===== config.mk =====
export PLATFORM = sky130hd
export DESIGN_NAME = hazard_ctrl
export DESIGN_NICKNAME = d
export VERILOG_FILES = /design/src/rtl/hazard_ctrl.sv
export SDC_FILE = /design/constraint.sdc
export NUM_CORES = 1
export LEC_CHECK = 0
export CAP_MARGIN = 20
export CORE_MARGIN = 2
export CORE_UTILIZATION = 45
export CTS_CLUSTER_DIAMETER = 60
export DETAILED_ROUTE_END_ITERATION = 7
export DONT_BUFFER_PORTS = 1
export PLACE_DENSITY = 0.66
export SKIP_CTS_REPAIR_TIMING = 1
export SLEW_MARGIN = 20
export SYNTH_ARGS = -nofsm -noshare
export SYNTH_HDL_FRONTEND = slang
export SYNTH_SLANG_ARGS = --single-unit

===== constraint.sdc =====
create_clock -name clk -period 3 [get_ports clk]
set_input_delay 0.9 -clock clk [delete_from_list [all_inputs] [get_ports clk]]
set_output_delay 0.9 -clock clk [all_outputs]
set_load 0.1 [all_outputs]

===== src/rtl/hazard_ctrl.sv =====
// Pipeline hazard controller: drives en/flush of the PC, IF/ID and ID/EX registers,
// sequencing the start flush, load-use stalls, branch/jump flushes and the MULT/DIV busy window.
module hazard_ctrl #(
  parameter int START_FLUSH_CYCLES = 2,
  parameter int MDU_CYCLES         = 32,
  parameter int CNT_W              = 6
) (
  input  logic       clk,
  input  logic       rst_n,
  input  logic [4:0] ID_Rs,
  input  logic [4:0] ID_Rt,
  input  logic       ID_UsesRs,
  input  logic       ID_UsesRt,
  input  logic       ID_UsesHiLo,
  input  logic       ID_Jump,
  input  logic       EX_DMemRead,
  input  logic [4:0] EX_RegWtaddr,
  input  logic       EX_BranchTaken,
  input  logic       EX_MDUStart,
  output logic       PC_en,
  output logic       IFID_en,
  output logic       IFID_flush,
  output logic       IDEX_en,
  output logic       IDEX_flush,
  output logic       MDU_busy,
  output logic       start_done
);

  typedef enum logic [1:0] {
    START = 2'd0,
    RUN   = 2'd1,
    MDU   = 2'd2
  } stateT;

  stateT            state;
  logic [CNT_W-1:0] cnt;
  logic             loadUse;
  logic             hiLoStall;

  always_ff @(posedge clk or negedge rst_n) begin
    if (!rst_n) begin
      state <= START;
      cnt   <= CNT_W'(START_FLUSH_CYCLES - 1);
    end else begin
      case (state)
        START: begin
          if (cnt == '0) state <= RUN;
          else           cnt   <= cnt - CNT_W'(1);
        end
        RUN, MDU: begin
          // A new start always (re)loads the window, even under a branch flush.
          if (EX_MDUStart) begin
            cnt   <= CNT_W'(MDU_CYCLES - 2);
            state <= MDU;
          end else if (state == MDU) begin
            if (cnt == '0) state <= RUN;
            else           cnt   <= cnt - CNT_W'(1);
          end
        end
        default: state <= START;
      endcase
    end
  end

  assign loadUse = EX_DMemRead && (EX_RegWtaddr != 5'd0) &&
                   ((ID_UsesRs && (ID_Rs == EX_RegWtaddr)) ||
                    (ID_UsesRt && (ID_Rt == EX_RegWtaddr)));
  assign hiLoStall = (state == MDU) && ID_UsesHiLo;

  // en=1 lets a register capture its input this cycle; flush=1 makes it capture a bubble
  // instead. Consumers obey flush whenever en is high; there is no back-pressure path.
  always_comb begin
    PC_en      = 1'b1;
    IFID_en    = 1'b1;
    IFID_flush = 1'b0;
    IDEX_en    = 1'b1;
    IDEX_flush = 1'b0;
    MDU_busy   = (state == MDU);
    start_done = (state != START);
    if (state == START) begin
      PC_en      = 1'b0;
      IFID_flush = 1'b1;
      IDEX_flush = 1'b1;
    end else if (EX_BranchTaken) begin
      IFID_flush = 1'b1;
      IDEX_flush = 1'b1;
    end else if (hiLoStall || loadUse) begin
      PC_en      = 1'b0;
      IFID_en    = 1'b0;
      IDEX_flush = 1'b1;
    end else if (ID_Jump) begin
      IFID_flush = 1'b1;
    end
  end

endmodule


Word level (Yosys, flattened, before mapping)
Cells that the tools add are included.

Register bits after elaboration: 8. Input bits: 24. Output and inout port bits: 7. Word-level logic and storage cells: 41.

Reduce and logical (&&, ||, !) cells: 14. Add/subtract/negate cells: 1. Mux-type cells: 19. Equality and inequality tests: 5.

Operators by type and width (number): 6-bit two-way mux (3); 6-bit case mux with 2 select lines (1); 1-bit two-way mux (11); 5-bit == test (2); 6-bit zero test (1); 2-bit two-way mux (3); 6-bit by 1-bit subtractor with 6-bit output (second input constant) (1); 1-bit logical AND (5); 5-bit nonzero test (1); 2-bit case mux with 2 select lines (1); 2-bit nonzero test (2); 3-bit inequality test (second input constant) (1); 2-bit by 1-bit == test with 1-bit output (second input constant) (1); 2-bit == test (second input constant) (1); 2-bit zero test (1); 1-bit logical OR (2); 2-bit AND reduction (1); 2-bit OR reduction (1).

Logic depth before layout (Yosys ltp)
Gate-level depths: netlist of the first run.

Depth in word-level cells: 8. Gate-level depth with buffers: 6.

Least setup slack after synthesis of the first run
Ideal clock, no wire load.

Kind: in2out. Start: input EX_RegWtaddr[1]. End: output IFID_en. Required time: 2100 ps. Arrival: 3284 ps. Path slack: -1184 ps. Stages on the path: 4. Cell sequence: or4_1 > o21ai_0 > nor2_1 > a2bb2oi_1.

Longest elaborated chain between the ends: 8. Elaborated cells between the ends (all ways): 12. Those cells by class: eq/ne: 2; mux: 3; reduce/logical: 7.

Ends and longest elaborated chain: start: declaration (RTL line 17) `input logic [4:0] EX_RegWtaddr,`; 5-bit == test, on equally long branches (RTL line 66, 67); 1-bit logical AND, on equally long branches (RTL line 66, 67); 1-bit logical OR (RTL line 66) `((ID_UsesRs && (ID_Rs == EX_RegWtaddr)) ||`; 1-bit logical AND (*) (RTL line 65) `assign loadUse = EX_DMemRead && (EX_RegWtaddr != 5'd0) &&`; 1-bit logical OR (*) (RTL line 87) `end else if (hiLoStall || loadUse) begin`; 1-bit two-way mux (*) (RTL line 87); 1-bit two-way mux (*) (RTL line 84) `end else if (EX_BranchTaken) begin`; 1-bit two-way mux (*) (RTL line 80) `if (state == START) begin`; end: declaration (RTL line 21) `output logic IFID_en,`.

Every way passes the cells marked *; elsewhere a longest branch is shown, timed or not.

Final worst setup path of the first run
Start: input EX_RegWtaddr[4]. End: output IFID_flush.

Longest elaborated chain between the ends: 8. Elaborated cells between the ends (all ways): 12. Those cells by class: eq/ne: 2; mux: 3; reduce/logical: 7.

Ends and longest elaborated chain: 5-bit == test, on equally long branches (RTL line 66, 67); 1-bit logical AND, on equally long branches (RTL line 66, 67); 1-bit logical OR (RTL line 66); 1-bit logical AND (*) (RTL line 65); 1-bit logical OR (*) (RTL line 87); 1-bit two-way mux (*) (RTL line 87); 1-bit two-way mux (*) (RTL line 84); 1-bit two-way mux (*) (RTL line 80); end: declaration (RTL line 22) `output logic IFID_flush,`.

Marked as above.

==> flow_metrics.tcl, run 1 <==
set metrics [dict create \
    cts-root-buf "clkbuf_4" \
    grt_overflow 0 \
    diodes 0 \
    grt_usage_pct 17.86 \
    crit_chain "or4_4 -> buf_6 -> o21ai_4 -> nor2_4 -> a21oi_4 -> buf_12" \
    path_delay_family "simple AND/OR/NAND/NOR gates" \
    vdd_drop_max_mv 0.5315 \
    synth_ff_type "dfrtp_1" \
    timing.final.max_slew_violations 0 \
    wl_per_cell_microns 13.68 \
    rows 14 \
    rsz0062_at_grt "true" \
    violations "negative setup slack" \
    drtIter0Drc 10 \
    drive_gt1_share_pct 26.32 \
    antenna_found_initial 0 \
    start_util_pct 48.42 \
    ys_ff_latch 8 \
    hold_viol 0 \
    grt_pass1_wl_microns 2511 \
    clock-sinks 8 \
    io_buffers 0 \
    arrival_ns 2.14 \
    cp_slowest_stage_delay_ns 0.53 \
    areaGrowthSynthToFinish_pct 28.82 \
    synthDistinctLibCells 37 \
    yosysWarnings 0 \
    critical_path_class "input pin to output pin" \
    cts_tree "built" \
    synth_seq_area_share_pct 27.62 \
    critPathMaxFanout 3 \
    cp_slowest_cell "or4_4" \
    cts_buffers 3 \
    dr_total_vias 669 \
    required_ns 2.10 \
    setup_violations 4 \
    ant_nets 0 \
    fillers 128 \
    post-route-util_pct 62.38 \
    rr_worst_depth 7 \
    core_area_sq_um 1506 \
    cts_buffer_depth 2 \
    clk_pin_slew_ns 0.06 \
    critPathLaunchType "input pin" \
    hpwl_microns 1289 \
    power_density_nw_per_um2 976.1 \
    wl_microns 1518 \
    die_area_sq_um 1959 \
    place_ws_ns -0.08791 \
    synthArstFlopShare_pct 100.0 \
    finalCriticalPeriod_ns 3.040 \
    drv_cap 0 \
    insertion_delay_ns 0.26 \
    fmax_ghz 0.3290 \
    synth_cells 86 \
    netlist_area_sq_um 729.5 \
    syn_avg_cell_area_sq_um 8.482 \
    end_kind "output pin" \
    hp-class "input pin to async pin" \
    grt_max_degree 10 \
    routabilityCongestion 0.8343 \
    status "finished with violations" \
    fin_nets 125 \
    p_leak_uw 0.0003506 \
    synth-edff-count 0 \
    die_h_microns 44.26 \
    setup_ws_ns -0.03965 \
    period_share_pct 101.3 \
    pin_count 31 \
    cp.depth 6 \
    fin_skew_ns 0.01460 \
    synth_fp_nets 115 \
    crit_buf_inv 2 \
    grt_pass1_vias 587 \
    power_uw 917.2 \
    cts-htree-levels 1 \
    drc_errors 0 \
    die_w_microns 44.26 \
    vias_per_cell 6.027 \
    drt-pass1-iter-count 3 \
]
registers in the layout, indices dropped and copies added, names as in the netlist:
register and cells:
cnt 6, state 2
per-layer routing:
layer / track usage (%) / share of wire, %
met5: 0 / 0
met4: 9.091 / 0.79
met3: 6.122 / 8.0
met2: 29.41 / 49
met1: 20.46 / 42
cell type report:
| cell class | instances | area (sq um) | area share (%) |
|---|---|---|---|
| Clock buffer | 4 | 26.28 | 2.796 |
| Multi-Input combinational cell | 71 | 579.3 | 61.65 |
| Inverter | 5 | 18.77 | 1.997 |
| Timing Repair Buffer | 7 | 93.84 | 9.987 |
| Sequential cell | 8 | 201.4 | 21.44 |
| Tap cell | 16 | 20.02 | 2.130 |
logic make-up (layout without fill, tap and decap cells):
| group | after synthesis | in the layout | share of synthesized area (%) |
|---|---|---|---|
| adders and majority gates | 5 | 5 | 8.576 |
| AOI/OAI and AO/OA | 26 | 26 | 23.84 |
| xor gates and xnor gates | 10 | 10 | 12.01 |
| DFF | 8 | 8 | 27.62 |
| and+or+nand+nor | 29 | 29 | 23.16 |
| other | 1 | 1 | 0.5141 |
| buffers and inverters | 7 | 16 | 4.288 |
layout by cell type (no fill, tap or decap), types with 3 or more instances in the layout:
master    instances
inv_1             5
ha_1              5
o21ai_0           6
buf_4             3
a21oi_1           4
xnor2_1          10
dfrtp_1           7
buf_12            3
clkbuf_4          3
nand2_1           6
cells in the mapped netlist, types with 2 or more instances:
cell type	n	share of area, %
or3_1	2	1.7
o21a_1	2	2.1
xnor2_1	10	12
nor2b_1	2	1.7
ha_1	5	8.6
nor2_1	3	1.5
inv_1	5	2.6
a21oi_1	6	4.1
a221o_1	2	2.7
nand2_1	6	3.1
nand2b_1	2	1.7
dfrtp_1	7	24
nor3_1	2	1.4
o31ai_1	2	2.1
nand4_1	2	1.7
o21ai_0	7	4.8
power by group:
part,leakage [uW],internal [uW],switching (uW)
logic,0.000246,220,428
registers,0.0000895,149,32.9
clock network,0.0000150,50.8,36.3
total,0.000351,420,497
through the flow:
step	area [sq um]	hold WS [ns]	TNS [ns]	std cells
global placement	894.6	0.4868	-0.2634	107
floorplan	797.0	0.4757	-0.4614	86
global route	939.7	0.2984	-0.2367	111
finish	939.7	0.3291	-0.1216	111
CTS	920.9	0.3189	-0.3196	111
detailed placement	894.6	0.5128	-0.3147	107
final timing paths:
| kind | start | slack [ns] | to |
|---|---|---|---|
| min in group clk | cnt[0] | 0.52 | cnt[0] |
| max in group asynchronous | rst_n | 2.48 | cnt[0] |
| worst max-delay path | EX_RegWtaddr[4] | -0.04 | IFID_flush |
| worst min register to register | cnt[0] | 0.52 | cnt[0] |
| worst min-delay path | rst_n | 0.33 | cnt[2] |
| worst max register to register | state[0] | 1.03 | cnt[4] |
No activity file was read; power rests on OpenSTA's default activity.
==> run 2: changes to the inputs <==
CTS_CLUSTER_SIZE = 14   (was default)
PLACE_DENSITY = default   (was 0.66)
==> run 2 against run 1 <==
Net effect: the flow still finishes with violations (negative setup slack); design area stayed put; setup slack worse by 0.0029 ns; non-clock buffer count stayed put; combinational power is 2% higher; maximum frequency hardly changed; clock skew is 0.013 ns lower; routed wire length is 7.3% higher; global-route usage is 0.48 points higher.
==> flow_metrics.tcl, run 2 (same netlist as run 1, synthesis figures left out) <==
set metrics [dict create \
    status "finished with violations" \
    violations "negative setup slack" \
    drt-pass1-iter-count 4 \
    clock-sinks 8 \
    rows 14 \
    grt_pass1_vias 646 \
    hold_viol 0 \
    drtIter0Drc 5 \
    grt_pass1_wl_microns 2587 \
    layout_commonest_cell "xnor2_1" \
    die_h_microns 44.26 \
    period_share_pct 101.4 \
    grt_usage_pct 18.34 \
    antenna_found_initial 0 \
    largest_reg_flops 6 \
    die_area_sq_um 1959 \
    vdd_drop_max_mv 0.4922 \
    setup_violations 4 \
    die_w_microns 44.26 \
    insertion_delay_ns 0.25 \
    place_ws_ns -0.07445 \
    p_clk_share_pct 9.3 \
    pin_count 31 \
    wl_per_cell_microns 14.68 \
    whs_ns 0.3416 \
    final_cell_count_no_fill 111 \
    pwr-share-seq_pct 19.7 \
    drv_cap 0 \
    io_buffers 0 \
    grt_max_degree 10 \
    grt_overflow 0 \
    timing.final.max_slew_violations 0 \
    switching_share_pct 54.38 \
    hpwl_microns 1355 \
    ant_nets 0 \
    critPathLaunchType "input pin" \
    drc_errors 0 \
    fin_nets 125 \
    layout_common_cells "xnor2_1, dfrtp_1, nand2_1, o21ai_0" \
    p_switching_uw 503.8 \
    drive_gt1_share_pct 26.32 \
    cts-htree-levels 1 \
    fin_skew_ns 0.001358 \
    max_flop_register "cnt" \
    post-route-util_pct 62.38 \
    power_density_nw_per_um2 986.0 \
    critPathMaxFanout 3 \
    routabilityCongestion 0.7680 \
    cts_buffers 3 \
    rsz0062_at_grt "true" \
    vias_per_cell 6.036 \
    start_util_pct 48.42 \
    end_kind "output pin" \
    areaGrowthSynthToFinish_pct 28.82 \
    dr_total_vias 670 \
    placedCellCount 107 \
    diodes 0 \
    fmax_ghz 0.3287 \
    largestRegisters "cnt (6), state (2)" \
    critical_path_class "input pin to output pin" \
    rr_worst_depth 6 \
    core_area_sq_um 1506 \
    setup_ws_ns -0.04258 \
    comb_power_share_pct 71.0 \
    arrival_ns 2.14 \
    wl_microns 1629 \
    cts-root-buf "clkbuf_4" \
    clk_pin_slew_ns 0.05 \
    p_leak_uw 0.0003505 \
    cts_tree "built" \
    required_ns 2.10 \
    hp-class "input pin to async pin" \
    finalCriticalPeriod_ns 3.043 \
    cts_buffer_depth 2 \
    p_int_uw 422.6 \
    totalNegativeSetupSlack_ns -0.1296 \
]
-- run 2: final cells by class --
cell class,count,area (sq um)
clock buffer,4,26.28
fill,131,566.8
inverter,5,18.77
multi-input combinational,71,579.3
sequential,8,201.4
tap,16,20.02
timing repair buffer,7,93.84
-- run 2: worst max-delay path: stages --
cell and delay [ns]:
or4_4 0.53, buf_6 0.13, o21ai_4 0.16, nor2_2 0.07, a21oi_4 0.16, buf_12 0.19
-- run 2: through the flow --
step                total power (uW)  cell area (sq um)
detailed placement             839.8              894.6
CTS                            929.1              920.9
global route                   981.5              939.7
global placement               823.1              894.6
floorplan                      692.3              797.0
finish                         926.5              939.7
-- run 2: worst paths after layout --
kind | startpoint | slack, ns | end
max in group asynchronous | rst_n | 2.49 | cnt[0]
min in group clk | cnt[0] | 0.51 | cnt[0]
min reg2reg | cnt[0] | 0.51 | cnt[0]
min | rst_n | 0.34 | cnt[4]
max reg2reg | state[1] | 1.07 | cnt[4]
max | EX_RegWtaddr[1] | -0.04 | PC_en
-- run 2: power by group through the flow --
stage / sequential, uW / combinational, uW / clock (uW)
floorplan: 174 / 519 / 0
global placement: 181 / 643 / 0
detailed placement: 182 / 658 / 0
CTS: 181 / 658 / 90.0
global route: 188 / 700 / 94.4
finish: 183 / 658 / 85.9
-- run 2: per-layer routing --
| layer | global-route usage [%] | up-vias | wire length (microns) |
|---|---|---|---|
| met5 | 0 | - | 0 |
| met4 | 10.91 | 0 | 15 |
| met1 | 20.87 | 313 | 680 |
| met2 | 31.47 | 28 | 803 |
| li1 | - | 327 | - |
| met3 | 3.673 | 2 | 130 |
==> run 3: changes to the inputs <==
SKIP_CTS_REPAIR_TIMING = default   (was 1)
==> run 3 against run 2 <==
Net effect: the run still ends with negative setup slack left; clock power about the same; first-iteration DRC count unchanged; via count unchanged; die area unchanged; sequential cell count unchanged; utilization unchanged; clock skew unchanged; routed wire length up 0.12%; critical path depth down 3; combinational power about the same; global-route usage down 0.085 points; hold slack unchanged; critical endpoint is now IDEX_flush.
==> flow_metrics.tcl, run 3 (same netlist as run 1, synthesis figures left out) <==
set metrics [dict create \
    drv_cap 0 \
    clk_pin_slew_ns 0.05 \
    multi_input_area_sq_um 579.3 \
    regArea_sq_um 201.4 \
    grt_usage_pct 18.25 \
    cts_buffers 3 \
    io_buffers 0 \
    hp-class "input pin to async pin" \
    postCtsHoldBufs 0 \
    power_density_nw_per_um2 986.2 \
    largest_reg_flops 6 \
    vdd_drop_max_mv 0.4924 \
    post-route-util_pct 62.38 \
    routabilityCongestion 0.7680 \
    drt-pass1-iter-count 4 \
    cts-htree-levels 1 \
    critical_path_class "input pin to output pin" \
    hold_viol 0 \
    crit_chain "or4_4 -> o21a_1 -> a221o_4" \
    setup_ws_ns -0.03605 \
    comb_power_share_pct 71.0 \
    grt_pass1_wl_microns 2573 \
    wl_per_cell_microns 14.69 \
    pwr-share-seq_pct 19.7 \
    wl_met1_microns 680 \
    critPathLaunchType "input pin" \
    wl_microns 1631 \
    worstSetupStartpoint "EX_RegWtaddr[1]" \
    layout_common_cells "xnor2_1, dfrtp_1, nand2_1, o21ai_0" \
    drive_gt1_share_pct 26.32 \
    grt_max_degree 10 \
    dr_total_vias 670 \
    p_switching_uw 504.0 \
    fmax_ghz 0.3294 \
    vias_per_cell 6.036 \
    route.met2.wl_microns 804 \
    rr_worst_depth 6 \
    antenna_found_initial 0 \
    cts_buffer_depth 2 \
    die_area_sq_um 1959 \
    required_ns 2.10 \
    p_clk_share_pct 9.3 \
    period_share_pct 101.2 \
    cts_setup_buffers 0 \
    wl_met3_microns 130 \
    crit_buf_inv 0 \
    cts-root-buf "clkbuf_4" \
    p_leak_uw 0.0003504 \
    pin_count 31 \
    top_layer "met4" \
    timing.final.max_slew_violations 0 \
    grt_pass1_vias 645 \
    max_flop_register "cnt" \
    rows 14 \
    cp_slowest_stage_delay_ns 0.53 \
    critPathMaxFanout 3 \
    arrival_ns 2.14 \
    totalNegativeSetupSlack_ns -0.1059 \
    layout_commonest_cell "xnor2_1" \
    largestRegisters "cnt (6), state (2)" \
    place_ws_ns -0.07445 \
    status "finished with violations" \
    end_kind "output pin" \
    switching_share_pct 54.39 \
    core_area_sq_um 1506 \
    violations "negative setup slack" \
    setup_violations 4 \
    insertion_delay_ns 0.25 \
    timing.rr.end "cnt[4]" \
    cts_tree "built" \
    die_w_microns 44.26 \
    cp_slowest_cell "or4_4" \
    clock-sinks 8 \
    ant_nets 0 \
    diodes 0 \
    drc_errors 0 \
    finalCriticalPeriod_ns 3.036 \
    fin_skew_ns 0.001358 \
    fillers 131 \
    p_int_uw 422.7 \
    areaGrowthSynthToFinish_pct 28.82 \
    reg2reg_from "state[1]" \
    path_delay_family "compound AO/OA/AOI/OAI gates" \
    rsz0062_at_grt "true" \
    hpwl_microns 1355 \
    ff2ff_setup_slack_ns 1.07 \
    start_util_pct 48.42 \
    drtIter0Drc 5 \
    fin_nets 125 \
    die_h_microns 44.26 \
    grt_overflow 0 \
]
==> run 3: cell counts in the layout (fill, tap and decap cells not counted) <==
Identical to the previous run, type by type.
==> run 3: worst max-delay path by stage <==
| stage | depth (start not counted) | end |
|---|---|---|
| floorplan | 4 | PC_en |
| global placement | 3 | IDEX_flush |
| detailed placement | 3 | IDEX_flush |
| CTS | 6 | IFID_flush |
| global route | 3 | IDEX_flush |
| finish | 3 | IDEX_flush |
==> run 3: timing repair <==
item	CTS	global route
gates resized for setup	3	1
pin swaps	3	1
endpoints found under the setup margin	4	4
==> run 3: cell type report <==
class	count	area share, %
clock buffer	4	2.796
inverter	5	1.997
multi-input combinational	71	61.65
sequential	8	21.44
tap	16	2.130
timing repair buffer	7	9.987
==> run 3: routing by layer <==
layer / up-vias / track usage [%]
met3: 2 / 3.673
met5: - / 0
met2: 28 / 31.47
met4: 0 / 10.91
met1: 313 / 20.61
li1: 327 / -
==> run 3: worst reg2reg max path: stages (launching register included) <==
cell and delay, ns:
dfrtp_1 0.37, inv_1 0.09, ha_1 0.39, or3b_4 0.42, o21ai_2 0.14, nor2_2 0.08, a221o_1 0.32
==> run 3: power by group through the flow <==
stage / clock network (uW) / logic (uW) / registers [uW]
after detailed placement: 0 / 658 / 182
final: 85.9 / 658 / 183
after global placement: 0 / 643 / 181
after CTS: 90.0 / 662 / 181
after global routing: 94.4 / 700 / 188
after floorplan: 0 / 519 / 174
==> run 3: stage by stage <==
stage / cells / hold slack, ns / total power, uW / area [sq um]
floorplan: 86 / 0.4757 / 692.3 / 797.0
global placement: 107 / 0.4842 / 823.1 / 894.6
detailed placement: 107 / 0.5030 / 839.8 / 894.6
CTS: 111 / 0.3331 / 932.5 / 935.9
global route: 111 / 0.3258 / 981.6 / 939.7
finish: 111 / 0.3416 / 926.7 / 939.7
==> edit 1, RTL diff (config.mk and constraints of run 2) <==
Encoding of `stateT`: now one-hot (3 bits for 3 states).
--- a/src/rtl/hazard_ctrl.sv
+++ b/src/rtl/hazard_ctrl.sv
@@ -26,10 +26,10 @@
   output logic       start_done
 );
 
-  typedef enum logic [1:0] {
-    START = 2'd0,
-    RUN   = 2'd1,
-    MDU   = 2'd2
+  typedef enum logic [2:0] {
+    START = 3'b001,
+    RUN   = 3'b010,
+    MDU   = 3'b100
   } stateT;
 
   stateT            state;
Check against the original RTL: same outputs for any inputs over 10 cycles, from zero or initial values and one cycle with rst_n low; not proved beyond that.
==> edit 1 against run 2 <==
The flow still finishes with violations (negative setup slack). Sequential cell count increased by 1. Area after synthesis fell by 1.5%. Largest cell class unchanged. Power down 21%. Routed wire length down 6.5%. Fmax rose by 0.34%. Setup slack better by 10 ps. Design area shrank 2.7%. Critical path depth did not move.
==> edit 1: results (changes against run 2) <==
[run_status]
outcome = complete, but fails checks
violations = negative setup slack

[grt]
grt_pass1_vias = 552  ; -15%
grt_pass1_wl_um = 2410  ; -6.9%
grt_usage_pct = 16.8  ; -1.5 points

[power]
peakVddDrop_mv = 0.451  ; -8.3%
p_leak_uw = 0.000396  ; +13%

[setup_path]
crit_path_max_incr_delay_ps = 510  ; -20 ps
critical_path.max_fanout = 4  ; +1
r2r_setup_slack_ps = 1440  ; +370 ps
r2r_end = cnt[2]

[drt]
viasPerCell = 5.63  ; -6.8%
drtIter0Drc = 11  ; +6
wire_per_inst_um = 13.8  ; -5.7%

[synth]
synth_compound_area_share_pct = 16.0  ; -7.8 points
netlist_instances = 85  ; -1.2%
synth_cell_type_count = 33  ; -11%
synth_xor_xnor_area_share_pct = 15.9  ; +3.8 points
synthAdderAreaFrac_pct = 3.48  ; -5.1 points
syn_nets = 111  ; -3.5%
ys_seq_area_share_pct = 31.7  ; +4.1 points

[placed_design]
dp_cells = 105  ; -1.9%
place.gp.congestion = 0.769  ; about the same
dpl.hpwl_um = 1150  ; -15%

[final_layout]
drive_gt1_share_pct = 26.6  ; +0.28 points
top_regs = cnt: 6 flops, state: 3 flops
fill_cells = 144  ; +9.9%

[sta]
setup_viol = 3  ; -1
hold_ws_ps = 327  ; -14.7 ps
fin_tns_setup_ps = -71.6  ; +58.0 ps
finalWorstSetupSlack_ps = -32.3  ; +10.3 ps
skew_ps = 2.65  ; +1.29 ps

edit 1: changes by cell type after synthesis, sizes merged, moves of 3 or more:
cell,change
xor2,+9
xnor2,-6
a21oi,-4
ha,-3
nand2,+3
edit 1: per-stage QoR:
stage,setup WS [ps],util (%),instance area (um^2),power [uW]
floorplan,-153,-,751,550
global placement,-43.7,55.8,841,619
detailed placement,-48.1,55.8,841,629
CTS,-48.1,57.6,867,726
global route,-119,60.7,915,787
finish,-32.3,60.7,915,728
edit 1: routing by layer:
metal | part of all wire, % | global-route usage, % | vias to the layer above
li1 | - | - | 308
met1 | 43 | 21.2 | 292
met4 | 0.46 | 5.45 | 0
met2 | 51 | 26.5 | 17
met3 | 5.6 | 6.25 | 2
met5 | 0 | 0 | -
edit 1: final cells by class:
class                      instances  share of cell area, %
timing repair buffer               7                   9.85
clock buffer                       4                   2.87
multi-input combinational         67                   57.3
inverter                           7                   2.87
tap                               16                   2.19
sequential                         9                   24.9
edit 1: report_power, final:
| group | internal [uW] | switching [uW] |
|---|---|---|
| Sequential | 179 | 55.6 |
| Combinational | 148 | 251 |
| Clock | 51.3 | 43.5 |
edit 1: worst max path at each step:
stage / startpoint / cells past startpoint / endpoint
after floorplan: EX_RegWtaddr[1] / 4 / PC_en
after global placement: EX_RegWtaddr[1] / 4 / IDEX_flush
after detailed placement: EX_RegWtaddr[1] / 4 / IDEX_flush
after CTS: EX_RegWtaddr[1] / 4 / IDEX_flush
after global routing: ID_Rs[1] / 7 / IFID_flush
final: EX_RegWtaddr[1] / 6 / IFID_flush
edit 1: worst reg2reg max path: stages, from the launching register on:
cell and delay, ps:
dfrtp_1 500, nor3b_2 310, o2bb2ai_2 190, nand2_1 100
or3_1 310, nand3_1 80
edit 1: logic make-up after synthesis:
kind of cell	after synthesis
and+or+nand+nor	34
AOI/OAI and AO/OA	16
xor gates and xnor gates	13
DFF	9
buffers and inverters	9
adders and majority gates	2
other	1
muxes	1
==> edit 2, RTL diff (config.mk and constraints of run 2) <==
Without the edit above. Set the parameter `MDU_CYCLES` to 16 (it was 32).
--- a/src/rtl/hazard_ctrl.sv
+++ b/src/rtl/hazard_ctrl.sv
@@ -2,7 +2,7 @@
 // sequencing the start flush, load-use stalls, branch/jump flushes and the MULT/DIV busy window.
 module hazard_ctrl #(
   parameter int START_FLUSH_CYCLES = 2,
-  parameter int MDU_CYCLES         = 32,
+  parameter int MDU_CYCLES         = 16,
   parameter int CNT_W              = 6
 ) (
   input  logic       clk,
Check against the original RTL: no difference found for any inputs over 10 cycles, from zero or initial values and one cycle with rst_n low; that may be too few to reach the edited logic, so the function may still have changed.
==> edit 2 against run 2 <==
The run still ends with negative setup slack left. Via count down 5.7%. Routed wire length is 6.6% lower. Area after synthesis is 0.69% lower. Power grew 10%. Final cell count unchanged. Design area down 0.93%. Fmax shrank 0.13%. Setup slack got worse by 4.0 ps. Register-to-register slack improved by 60 ps. Clock power increased by 3.0%. Sequential cell count unchanged.
==> edit 2: results (changes against run 2) <==
[run_status]
outcome = complete, but fails checks
violations = negative setup slack

[final_layout]
drive_gt1_share_pct = 27.4  ; +1.1 points
fill_cells = 138  ; +5.3%
top_regs = cnt: 6 flops, state: 2 flops
nets = 125  ; unchanged

[drt]
drtIter0Drc = 10  ; +5
vias = 632  ; -5.7%
wire_per_inst_um = 13.7  ; -6.6%
first_pass_iters = 4  ; unchanged

[synth]
async_flop_share_pct = 100  ; unchanged
netlist_top_cells_area = dfrtp_1 24%, xnor2_1 12%, ha_1 8.6%, o21ai_0 5.5%, inv_1 4.1%
synth_cell_type_count = 35  ; -5.4%
ys_seq_area_share_pct = 27.8  ; +0.19 points
syn_nets = 114  ; -0.87%
yosys-top-cells-count = 10 x xnor2_1, 8 x inv_1, 8 x o21ai_0

[clocking]
clockBufferDepth = 2  ; unchanged
cts_buffers = 3  ; unchanged
htreeDepth = 1  ; unchanged
cts-root-buf = clkbuf_4
clk_latency_ps = 260

[grt]
antenna_found_initial = 0  ; unchanged
grt_pass1_vias = 628  ; -2.8%
grt_pass1_wl_um = 2550  ; -1.3%
grt_usage_pct = 17.8  ; -0.51 points
grt_max_degree = 10  ; unchanged

[setup_path]
critPathLaunch = EX_RegWtaddr[1]
r2r_end = cnt[4]
crit_path_max_incr_delay_ps = 530  ; about the same
worstSetupEndpoint = IFID_en
critical_path.max_fanout = 3  ; unchanged
r2r_setup_slack_ps = 1130  ; +60 ps
crit_family = simple AND/OR/NAND/NOR gates
arrival_ps = 2150
reg2reg_from = state[0]
crit_path_top_delay_cell = or4_4

[power]
p_leak_uw = 0.000358  ; +2.1%
sw_frac_of_total_pct = 54.7  ; +0.33 points
peakVddDrop_mv = 0.440  ; -11%

[sta]
skew_ps = 11.3  ; +9.90 ps
min_period_ps = 3050  ; +4.04 ps
setup_viol = 3  ; -1
finalWorstSetupSlack_ps = -46.6  ; -4.04 ps

[placed_design]
numPortBuffers = 0  ; unchanged
dpl.hpwl_um = 1250  ; -7.9%
place.gp.congestion = 0.746  ; -2.8%

[min_path]
hold_path.class = in -> async

edit 2: changes by cell type in the layout (fill, tap and decap cells not counted), moves of 2 or more:
| cell | change |
|---|---|
| nand2b_1 | -2 |
| nand3_1 | +2 |
| inv_1 | +3 |
| nor2b_1 | -2 |
edit 2: cell families after synthesis:
family | Yosys count | share of synthesized area, %
mux | 1 | 1.55
fa+ha+maj | 5 | 8.64
flops | 8 | 27.8
other cells | 1 | 0.518
xor+xnor | 10 | 12.1
buf+inv | 9 | 5.18
compound gates | 26 | 24.5
simple gates | 25 | 19.7
edit 2: cell type report:
| cell class | count | area [um^2] | area share, % |
|---|---|---|---|
| repair buffers | 7 | 93.8 | 10.1 |
| clock buffers | 4 | 26.3 | 2.82 |
| flip-flops and latches | 8 | 201 | 21.6 |
| inverters | 8 | 30.0 | 3.23 |
| multi-input cells | 68 | 559 | 60.1 |
| well taps | 16 | 20.0 | 2.15 |
edit 2: per-stage QoR:
| step | power [uW] | area [um^2] | TNS, ps | instances | setup slack, ps |
|---|---|---|---|---|---|
| 2_1_floorplan | 781 | 788 | -391 | 85 | -119 |
| 3_3_place_gp | 927 | 891 | -176 | 107 | -75.1 |
| 3_5_place_dp | 934 | 891 | -237 | 107 | -73.0 |
| 4_1_cts | 1030 | 917 | -242 | 111 | -77.3 |
| 5_1_grt | 1100 | 931 | -255 | 111 | -88.0 |
| 6_report | 1020 | 931 | -113 | 111 | -46.6 |
edit 2: layer usage:
metal	vias to the layer above	wire length (um)	GRT usage, %
li1	327	-	-
met1	288	713	23.2
met2	17	706	27.1
met3	0	100	8.57
met4	0	0	3.64
met5	-	0	0
edit 2: worst min-delay path by stage:
stage / from / end / slack, ps / cells after the start
after CTS: rst_n / cnt[5] / 320 / 0
final: rst_n / cnt[5] / 330 / 0
after global routing: rst_n / cnt[5] / 310 / 0
after global placement: cnt[5] / cnt[5] / 510 / 2
after floorplan: cnt[5] / cnt[5] / 470 / 2
after detailed placement: cnt[5] / cnt[5] / 520 / 2
edit 2: power groups by stage:
stage | logic (uW) | clock network, uW | registers (uW)
after global routing | 786 | 99.3 | 212
after floorplan | 588 | 0 | 194
after CTS | 732 | 93.6 | 204
after global placement | 723 | 0 | 204
final | 729 | 88.5 | 205
after detailed placement | 728 | 0 | 206
